File: src/rtl/zpu_mem_ctrl.sv
// Memory-side bus controller for zpu_core: decodes each core access to on-chip RAM
// (1-cycle synchronous read) or to an external req/ack I/O bus with a timeout.
module zpu_mem_ctrl #(
  parameter int unsigned RAM_ADDR_BITS = 14,
  parameter int unsigned IO_TIMEOUT    = 255
) (
  input  logic                     clk_i,
  input  logic                     reset_i,
  input  logic                     mem_read_i,
  input  logic                     mem_write_i,
  input  logic [31:0]              mem_addr_i,
  input  logic [31:0]              mem_data_write_i,
  output logic [31:0]              mem_data_read_o,
  output logic                     mem_done_o,
  output logic                     bus_error_o,
  output logic [RAM_ADDR_BITS-1:0] ram_addr_o,
  output logic                     ram_we_o,
  output logic [31:0]              ram_wdata_o,
  input  logic [31:0]              ram_rdata_i,
  output logic [31:0]              io_addr_o,
  output logic [31:0]              io_wdata_o,
  output logic                     io_read_o,
  output logic                     io_write_o,
  input  logic                     io_ack_i,
  input  logic [31:0]              io_rdata_i
);

  localparam int unsigned DW = 32;
  localparam int unsigned CW = 16;
  localparam logic [CW-1:0] TO_LIMIT = CW'(IO_TIMEOUT - 1);

  localparam logic [1:0] ST_IDLE    = 2'd0;
  localparam logic [1:0] ST_RAM_RD  = 2'd1;
  localparam logic [1:0] ST_IO_WAIT = 2'd2;
  localparam logic [1:0] ST_DONE    = 2'd3;

  logic [1:0]    state_q, state_d;
  logic [DW-1:0] rdata_q, rdata_d;
  logic          berr_q, berr_d;
  logic [DW-1:0] io_addr_q, io_addr_d;
  logic [DW-1:0] io_wdata_q, io_wdata_d;
  logic          io_read_q, io_read_d;
  logic          io_write_q, io_write_d;
  logic [CW-1:0] cnt_q, cnt_d;
  logic          ram_we_c;
  logic          io_sel;

  // Bit 31 splits the map; RAM ignores every other bit above the word index.
  assign io_sel = mem_addr_i[31];

  always_ff @(posedge clk_i) begin
    if (reset_i) begin
      state_q    <= ST_IDLE;
      rdata_q    <= '0;
      berr_q     <= 1'b0;
      io_addr_q  <= '0;
      io_wdata_q <= '0;
      io_read_q  <= 1'b0;
      io_write_q <= 1'b0;
      cnt_q      <= '0;
    end else begin
      state_q    <= state_d;
      rdata_q    <= rdata_d;
      berr_q     <= berr_d;
      io_addr_q  <= io_addr_d;
      io_wdata_q <= io_wdata_d;
      io_read_q  <= io_read_d;
      io_write_q <= io_write_d;
      cnt_q      <= cnt_d;
    end
  end

  // Next-state and datapath updates; a simultaneous read and write is served as a write.
  always_comb begin
    state_d    = state_q;
    rdata_d    = rdata_q;
    berr_d     = 1'b0;
    io_addr_d  = io_addr_q;
    io_wdata_d = io_wdata_q;
    io_read_d  = io_read_q;
    io_write_d = io_write_q;
    cnt_d      = cnt_q;
    ram_we_c   = 1'b0;

    case (state_q)
      ST_IDLE: begin
        if (mem_write_i || mem_read_i) begin
          if (io_sel) begin
            io_addr_d  = mem_addr_i;
            io_wdata_d = mem_data_write_i;
            io_write_d = mem_write_i;
            io_read_d  = ~mem_write_i;
            cnt_d      = '0;
            state_d    = ST_IO_WAIT;
          end else if (mem_write_i) begin
            ram_we_c = 1'b1;
            state_d  = ST_DONE;
          end else begin
            state_d = ST_RAM_RD;
          end
        end
      end

      ST_RAM_RD: begin
        rdata_d = ram_rdata_i;
        state_d = ST_DONE;
      end

      ST_IO_WAIT: begin
        // An ack on the final allowed cycle still completes successfully.
        if (io_ack_i) begin
          if (io_read_q) begin
            rdata_d = io_rdata_i;
          end
          io_read_d  = 1'b0;
          io_write_d = 1'b0;
          state_d    = ST_DONE;
        end else if (cnt_q == TO_LIMIT) begin
          if (io_read_q) begin
            rdata_d = 32'hFFFF_FFFF;
          end
          io_read_d  = 1'b0;
          io_write_d = 1'b0;
          berr_d     = 1'b1;
          state_d    = ST_DONE;
        end else begin
          cnt_d = cnt_q + CW'(1);
        end
      end

      ST_DONE: begin
        state_d = ST_IDLE;
      end

      default: begin
        state_d = ST_IDLE;
      end
    endcase
  end

  assign mem_done_o      = (state_q == ST_DONE);
  assign bus_error_o     = berr_q;
  assign mem_data_read_o = rdata_q;
  assign io_addr_o       = io_addr_q;
  assign io_wdata_o      = io_wdata_q;
  assign io_read_o       = io_read_q;
  assign io_write_o      = io_write_q;
  assign ram_we_o        = ram_we_c;
  assign ram_addr_o      = mem_addr_i[RAM_ADDR_BITS+1:2];
  assign ram_wdata_o     = mem_data_write_i;

endmodule

File: config.mk
export PLATFORM = sky130hd
export DESIGN_NAME = zpu_mem_ctrl
export DESIGN_NICKNAME = d
export VERILOG_FILES = /design/src/rtl/zpu_mem_ctrl.sv
export SDC_FILE = /design/constraint.sdc
export NUM_CORES = 1
export LEC_CHECK = 0
export BUFFER_PORTS_ARGS = -buffer_cell sky130_fd_sc_hd__buf_2
export CAP_MARGIN = 20
export CORE_AREA = 2 2 109 111
export DETAILED_ROUTE_END_ITERATION = 8
export DIE_AREA = 0 0 111 113
export PLACE_DENSITY = 0.82
export REMOVE_ABC_BUFFERS = 1
export SYNTH_ARGS = -nofsm -noshare
export SYNTH_HDL_FRONTEND = slang
export SYNTH_SLANG_ARGS = --single-unit
File: constraint.sdc
create_clock -name clk_i -period 5.1 [get_ports clk_i]
set_input_delay 0.255 -clock clk_i [delete_from_list [all_inputs] [get_ports clk_i]]
set_output_delay 0.255 -clock clk_i [all_outputs]
set_load 0.01 [all_outputs]
==> reports/qor.yml, run 1 <==
status: "finished clean"
cts_resized: 0
grt_pass1_wl_um: 24400
drv_cap: 0
cts_buffers: 17
vias_per_cell: 5.29
dieArea_um2: 12500
synth-edff-count: 0
path_clk_slew_ns: 0.05
max_freq_mhz: 370
first_iter_violations: 575
row_count: 39
grt_usage_pct: 24.0
ys_seq_elements: 117
htree_num_levels: 4
power_density_nw_per_um2: 475
r2r_start: "state_q[0]"
maxSlewHeadroom_pct: 24.3
fin_setup_tns_ns: 0
start_util_pct: 48.3
syn_area_um2: 5440
yosysWarnings: 0
cp_top_family: "compound AO/OA/AOI/OAI gates"
cts_root_buf: "clkbuf_16"
cp_num_buf_inv: 2
dpl.hpwl_um: 10800
coreArea_um2: 11300
syn_to_final_growth_pct: 30.5
p_leak_uw: 0.00318
place.gp.congestion: 0.885
grt_pass1_vias: 4816
rsz0062_at_grt: "no"
min_from: "mem_addr_i[22]"
yosys-top-cells-count: "nand2_1, dfxtp_1, a21oi_1"
clock_sinks: 117
yosysUniqueCellTypes: 48
layout_min_cycle_time_ns: 2.70
endpoint_kind: "flip-flop"
fin_worst_skew_ns: 0.00516
wl_um: 15600
ctsHoldBuffers: 0
yosys.area.top_type: "dfxtp_1"
yosysMostFrequentCell: "nand2_1"
die_h_um: 113
setup_violations: 0
vias: 5464
drive_gt1_share_pct: 36.4
final_antenna_net_count: 0
synth_top_area_share_pct: 43.1
path_cells: "inv_1 > ha_1 > buf_4 > nand2b_1 > a21oi_1 > a41oi_1 > a31oi_1"
synth_flop_cell: "dfxtp_1"
nets: 1015
syn_avg_cell_area_um2: 8.08
critPathMaxStageDelay_ns: 0.72
antenna_found_initial: 0
post-route-period-util_pct: 53.0
clk_path_buf_depth: 2
place_inst: 1000
startpoint: "state_q[0]"
hold_violations: 0
crit_slowest_cell: "a21oi_1"
worstSetupPathType: "reg2reg"
grt_remaining_overflow: 0
startpoint_type: "flip-flop"
crit_arrival_ns: 3.03
required_ns: 5.42
io_pins: 280
crit_fanout: 36
vdd_drop_max_mv: 0.284
ys_async_sr_fraction_pct: 0
wl_per_cell_um: 15.1
clkLatencyLatePin_ns: 0.40
postCtsSetupRepairBufs: 0
grt_max_degree: 95
final_cells: 1032
tightest_slew_ns: 1.12
netlist_instances: 673
diodes: 0
drc: 0
slew_violations: 0
ys_seq_area_share_pct: 43.1
cts_tree: "yes"
worst_hold_path_type: "in2reg"
die_w_um: 111
io_buffers: 279
synthTopCellsByArea: "dfxtp_1, nand2_1, a21oi_1"
first_pass_iters: 5
==> per-stage QoR <==
| stage | util (%) | hold WS, ns | cell area (um2) | setup WS (ns) | power [uW] |
|---|---|---|---|---|---|
| floorplan | - | 0.324 | 4860 | 1.14 | 1750 |
| global placement | 57.6 | 0.439 | 6500 | 2.59 | 2170 |
| detailed placement | 57.6 | 0.443 | 6500 | 2.47 | 2180 |
| CTS | 63.0 | 0.0736 | 7100 | 2.47 | 3390 |
| global route | 63.0 | 0.0793 | 7100 | 2.21 | 3580 |
| finish | 63.0 | 0.0903 | 7100 | 2.40 | 3370 |
==> report_power, final <==
group	internal [uW]	leakage, uW	switching (uW)	total [uW]
registers	1070	0.000953	75.8	1150
logic	381	0.00194	640	1020
clock network	778	0.000285	424	1200
==> cell families (layout without fill, tap and decap cells) <==
group                      after synthesis  after routing  synth area share (%)
DFF                                    117            117                  43.1
and+or+nand+nor                        229            229                  20.2
adders and majority gates                6              6                  1.38
muxes                                    2              2                 0.368
buffers and inverters                  113            329                  11.5
AOI/OAI and AO/OA                      206            206                  23.6
==> layout by cell type, fill, tap and decap left out, types with 3 or more instances in the layout <==
cell and instances:
clkinv_2 4, nand4_1 9, a31oi_1 12, buf_4 7, nor3_1 6, o41ai_1 31
nand2b_1 6, ha_1 6, o211ai_1 4, o22ai_1 32, dfxtp_1 117, or3_1 6
inv_1 12, buf_2 278, nand2_1 138, and3_1 4, o21ai_0 42, nor4_1 4
nor2b_1 31, clkinvlp_4 4, nor2_1 7, clkbuf_16 17, nand3_1 5, bufinv_16 3
a21oi_1 70
==> per-layer routing <==
metal	part of all wire (%)	global-route usage (%)	vias up
met1	43	31.3	2436
met5	0	0	-
li1	-	-	2752
met4	0.58	6.33	0
met2	48	39.7	270
met3	7.8	6.37	6
==> state kept, by name (all words and copies together) (netlist names) <==
register and count:
io_wdata_o 32, mem_data_read_o 32, io_addr_o 32, bus_error_o 1, io_write_o 1, io_read_o 1, cnt_q 16, state_q 2
==> worst paths after layout <==
check                                     end  slack, ns  cells after the start
worst min-delay path            io_addr_o[22]       0.09                      3
worst max-delay path                cnt_q[15]       2.40                      7
worst min register to register  io_addr_o[22]       0.45                      2
worst max register to register      cnt_q[15]       2.40                      7
==> worst register-to-register path, stage by stage, from the launching register on <==
cell,delay [ns]
dfxtp_1,0.33
inv_1,0.08
ha_1,0.41
buf_4,0.42
nand2b_1,0.27
a21oi_1,0.72
a41oi_1,0.21
a31oi_1,0.19
==> area by class of cell <==
cell class	instances	area (um2)
fillers	977	4180
clock inverters	13	158
repair buffers	285	1440
well taps	143	179
clock buffers	19	443
flip-flops and latches	117	2340
multi-input cells	443	2490
inverters	12	45.0
(Power assumes the default switching activity.)
==> run 2: changes to the inputs <==
- CORE_AREA: 2 2 109 111 -> unset
- CORE_UTILIZATION: unset -> 41
- DIE_AREA: 0 0 111 113 -> unset
- PLACE_DENSITY: 0.82 -> 0.74
- clock period: 5.1 -> 2.2 ns (I/O delays scaled with it)
==> run 2 against run 1 <==
Against the previous run:
- utilization is 0.20 points lower
- final area increased by 13%
- sequential cell count stayed put
- final cell count is 10% higher
- clock power rose to 2.5 times the previous value
- critical path depth shrank 1
- sequential power grew 130%
- non-clock buffer count increased by 77
- total power increased by 150%
- sequential share of layout area is 3.8 points lower
- hold slack lost 0.071 ns
- clock skew about the same
- highest routed layer unchanged
==> reports/qor.yml, run 2 (synthesis gave the netlist of run 1 again) <==
met1_usage_pct: 29.8  # -1.5 points
io_buffers: 279  # unchanged
row_count: 41  # +5.1%
die_h_um: 117  # +3.7%
p_leak_uw: 0.00356  # +12%
htree_num_levels: 4  # unchanged
die_w_um: 117  # +5.6%
first_iter_violations: 657  # +14%
path_clk_slew_ns: 0.05  # about the same
first_pass_iters: 7  # +2
placed_area_um2: 6650  # +2.4%
drv_cap: 0  # unchanged
crit_arrival_ns: 2.32  # -0.71 ns
crit_fanout: 10  # -72%
layout.cells.most_common: "buf_2"
cts_tree: "yes"
drc: 0  # unchanged
antenna_found_initial: 0  # unchanged
grt_util_met2_pct: 41.3  # +1.6 points
mostFrequentLayoutCells: "buf_2, nand2_1, dfxtp_1, dlygate4sd3_1, a21oi_1"
clkLatencyLatePin_ns: 0.42  # +0.02 ns
wl_um: 17800  # +14%
start_util_pct: 42.6  # -5.7 points
cts_buffers: 17  # unchanged
setup_violations: 0  # unchanged
multiInputGateArea_um2: 2490  # +0.15%
dieArea_um2: 13700  # +9.5%
coreArea_um2: 12800  # +13%
grt_usage_pct: 26.3  # +2.3 points
post-route-period-util_pct: 90.0  # +37 points
final_cells: 1137  # +10%
drive_gt1_share_pct: 34.0  # -2.5 points
power_density_nw_per_um2: 1050  # +120%
status: "finished clean"
required_ns: 2.54  # -2.88 ns
grt_max_degree: 133  # +40%
io_pins: 280  # unchanged
vias: 6023  # +10%
clk_path_buf_depth: 2  # unchanged
rsz0062_at_grt: "no"
dpl.hpwl_um: 10900  # +0.69%
syn_to_final_growth_pct: 47.4
maxSlewHeadroom_pct: 49.5  # +25 points
tightest_slew_ns: 0.751  # -0.369 ns
endpoint_kind: "flip-flop"
max_freq_mhz: 505  # +37%
hold_ws_ns: 0.0195  # -0.0708 ns
fin_worst_skew_ns: 0.00554  # +0.000371 ns
grt_remaining_overflow: 0  # unchanged
regArea_um2: 2340  # unchanged
met3_usage_pct: 11.3  # +5.0 points
busiest_layer: "met2"
nets: 1092  # +7.6%
final_antenna_net_count: 0  # unchanged
worst_hold_path_type: "in2reg"
place.gp.congestion: 0.893  # +0.89%
postCtsSetupRepairBufs: 0  # unchanged
vdd_drop_max_mv: 0.469  # +65%
wl_per_cell_um: 15.7  # +3.7%
worstSetupPathType: "reg2reg"
final_area_um2: 8020  # +13%
diodes: 0  # unchanged
r2r_setup_slack_ns: 0.22  # -2.17 ns
vias_per_cell: 5.30  # about the same
place_inst: 1035  # +3.5%
startpoint_type: "flip-flop"
clock_sinks: 117  # unchanged
grt_pass1_wl_um: 27100  # +11%
slew_violations: 0  # unchanged
layout_min_cycle_time_ns: 1.98  # -0.725 ns
hold_violations: 0  # unchanged
fill_cells: 1044  # +6.9%
cts_root_buf: "clkbuf_16"
grt_pass1_vias: 5445  # +13%
## run 2: cell count changes in the layout (fill, tap and decap cells not counted), sizes merged
cell | before | now
bufinv | 3 | 5
buf | 285 | 291
clkinvlp | 4 | 1
clkbuf | 19 | 23
dlygate4sd3 | 0 | 71
clkinv | 6 | 2
## run 2: metal layers
metal | up-vias | wire (um) | share of wire (%)
li1 | 2901 | - | -
met1 | 2742 | 7190 | 40
met2 | 312 | 8270 | 46
met3 | 68 | 1610 | 9.0
met4 | 0 | 758 | 4.3
met5 | - | 0 | 0
## run 2: report_power, final
part	leakage [uW]	internal [uW]	total (uW)	switching [uW]
sequential	0.000953	2490	2670	184
clock	0.000313	2090	3050	955
combinational	0.00230	1090	2670	1570
## run 2: area by class of cell
type,count,area share [%]
Clock buffer,23,5.96
Sequential cell,117,29.2
Timing Repair Buffer,362,28.4
Multi-Input combinational cell,443,31.1
Clock inverter,8,2.14
Tap cell,172,2.68
Inverter,12,0.562
## run 2: timing repair
item,in CTS,in global routing
hold buffers,71,0
hold endpoints to repair,73,0
resized for setup,0,1
setup endpoints to repair,0,3
## run 2: worst max-delay path, stage by stage (launching register included)
cell and delay (ns):
dfxtp_1 0.33, inv_1 0.09, ha_1 0.15, nor4b_4 0.34, a41oi_4 0.27, or4_1 0.57, a21oi_1 0.16
## run 2: path summary, 6_finish.rpt
check	depth (start not counted)	from	to
worst max-delay path	6	cnt_q[0]	state_q[1]
worst min-delay path	3	mem_write_i	io_write_o
worst min register to register	2	io_wdata_o[10]	io_wdata_o[10]
worst max register to register	6	cnt_q[0]	state_q[1]
## run 2: per-stage QoR
step / setup TNS (ns) / util, % / total power (uW) / worst slack, ns
global route: 0 / 62.8 / 8850 / 0.0209
CTS: 0 / 62.7 / 8390 / 0.146
floorplan: -111.86 / - / 4050 / -1.76
detailed placement: 0 / 52.1 / 5240 / 0.167
finish: 0 / 62.8 / 8390 / 0.220
global placement: 0 / 52.1 / 5200 / 0.232
==> run 3: changes to the inputs <==
- BUFFER_PORTS_ARGS: -buffer_cell sky130_fd_sc_hd__buf_2 -> unset
- CORE_AREA: unset -> 2 2 107 109
- CORE_UTILIZATION: 41 -> unset
- DIE_AREA: unset -> 0 0 109 111
- DONT_BUFFER_PORTS: unset -> 1
- PLACE_DENSITY: 0.74 -> 0.65
==> run 3 against run 2 <==
Against the previous run:
- non-clock buffer count decreased by 334
- sequential share of layout area is 9.7 points higher
- critical endpoint is now cnt_q[13]
- combinational power is 31% lower
- critical path type unchanged
- sequential cell count stayed put
- the flow now finishes with violations (hold timing)
- hold slack got worse by 0.21 ns
==> reports/qor.yml, run 3 (synthesis gave the netlist of run 1 again) <==
tightest_slew_ns: 0.707  # -0.0440 ns
startpoint_type: "flip-flop"
dpl.hpwl_um: 10100  # -7.5%
grt_pass1_wl_um: 21900  # -19%
clkLatencyLatePin_ns: 0.41  # about the same
wl_per_cell_um: 18.5  # +18%
layout_min_cycle_time_ns: 2.09  # +0.108 ns
slew_violations: 0  # unchanged
die_h_um: 111  # -5.3%
critPathMaxStageDelay_ns: 0.59  # +0.02 ns
grt_pass1_vias: 4271  # -22%
cp_top_family: "buffers and inverters"
cp_num_buf_inv: 4  # +3
final_area_um2: 6030  # -25%
start_util_pct: 49.1  # +6.5 points
final_antenna_net_count: 0  # unchanged
clock_sinks: 117  # unchanged
crit_cells: 8  # +2
grt_usage_pct: 23.4  # -2.9 points
preCtsSetupSlack_ns: 0.257  # +0.0894 ns
power.total_uw: 7880  # -6.0%
placed_area_um2: 5230  # -21%
crit_slowest_cell: "dlygate4sd3_1"
drv_cap: 0  # unchanged
regArea_um2: 2340  # +0.11%
maxSlewHeadroom_pct: 52.4  # +3.0 points
hold_depth: 1  # -2
coreArea_um2: 11100  # -13%
row_count: 39  # -4.9%
path_cells: "inv_1 > ha_1 > buf_12 > inv_1 > nor2_1 > dlygate4sd3_1 > o21ai_0 > a31oi_1"
postCtsSetupRepairBufs: 0  # unchanged
clk_path_buf_depth: 2  # unchanged
rsz0062_at_grt: "no"
r2r_cells: 8  # +2
hold_end: "mem_data_read_o[4]"
vias_per_cell: 6.08  # +15%
ctsHoldBuffers: 11  # -85%
setup_violations: 0  # unchanged
grt_max_degree: 140  # +5.3%
min_from: "reset_i"
io_pins: 280  # unchanged
rr_endpoint: "cnt_q[13]"
status: "finished with violations"
htree_num_levels: 4  # unchanged
io_buffers: 0  # -100%
place.gp.congestion: 0.884  # -1.1%
worstSetupPathType: "reg2reg"
r2r_setup_slack_ns: 0.11  # -0.11 ns
cts_buffers: 17  # unchanged
drc: 0  # unchanged
syn_to_final_growth_pct: 10.8
antenna_found_initial: 0  # unchanged
dieArea_um2: 12100  # -12%
grt_remaining_overflow: 0  # unchanged
cts_tree: "yes"
endpoint_kind: "flip-flop"
first_pass_iters: 4  # -3
cts_root_buf: "clkbuf_16"
multiInputGateArea_um2: 2490  # about the same
finish.utilization_pct: 54.4  # -8.3 points
power_density_nw_per_um2: 1310  # +25%
p_leak_uw: 0.00209  # -41%
mostFrequentLayoutCells: "nand2_1, dfxtp_1, a21oi_1, o21ai_0, o22ai_1"
fill_cells: 972  # -6.9%
required_ns: 2.53  # about the same
fin_worst_skew_ns: 0.00678  # +0.00124 ns
layout.cells.most_common: "nand2_1"
crit_fanout: 28  # +18
violations: "hold timing"
vdd_drop_max_mv: 0.597  # +27%
path_clk_slew_ns: 0.05  # about the same
vias: 4701  # -22%
nets: 758  # -31%
diodes: 0  # unchanged
hold_violations: 99  # +99
wl_um: 14300  # -20%
r2r_start: "state_q[0]"
path_common_cell: "inv_1"
first_iter_violations: 551  # -16%
max_freq_mhz: 479  # -5.2%
drive_gt1_share_pct: 8.89  # -25 points
crit_arrival_ns: 2.42  # +0.10 ns
worst_hold_path_type: "in2reg"
setup_slack_ns: 0.112  # -0.108 ns
post-route-period-util_pct: 94.9  # +4.9 points
die_w_um: 109  # -7.0%
hold_ws_ns: -0.194  # -0.213 ns
[run 3: per-layer routing]
metal	global-route usage, %	vias to the layer above	wire, um
li1	-	2233	-
met5	0	-	0
met4	12.6	0	496
met2	37.1	272	6850
met3	10.9	35	1820
met1	25.6	2161	5160
[run 3: final cells by class]
cell class,instances,area share (%)
clock buffer,22,7.87
timing repair buffer,28,4.98
sequential,117,38.9
tap,143,2.97
multi-input combinational,443,41.3
inverter,12,0.747
clock inverter,8,3.26
[run 3: stage by stage]
step	TNS [ns]	std cells
after floorplan	-111.86	572
after global placement	0	732
after detailed placement	0	732
after CTS	0	773
after global routing	0	773
final	0	773
[run 3: repair_timing]
action	CTS	global route
resized for setup	0	6
endpoints found under the setup margin	0	5
hold endpoints to repair	110	100
[run 3: worst max-delay path by stage]
stage / start / to / slack (ns)
floorplan: state_q[0] / mem_data_read_o[29] / -1.76
global placement: state_q[0] / cnt_q[6] / 0.34
detailed placement: cnt_q[0] / mem_data_read_o[6] / 0.26
CTS: state_q[0] / cnt_q[13] / 0.03
global route: state_q[0] / cnt_q[13] / 0.01
finish: state_q[0] / cnt_q[13] / 0.11
[run 3: worst register-to-register path: stages, from the launching register on]
cell	delay [ns]
dfxtp_2	0.33
inv_1	0.08
ha_1	0.28
buf_12	0.20
inv_1	0.10
nor2_1	0.15
dlygate4sd3_1	0.59
o21ai_0	0.10
a31oi_1	0.19
[run 3: power by group]
part / switching (uW) / internal, uW / leakage (uW)
registers: 417 / 2500 / 0.000953
clock network: 930 / 2200 / 0.000322
logic: 1080 / 758 / 0.000819
total: 2430 / 5460 / 0.00209
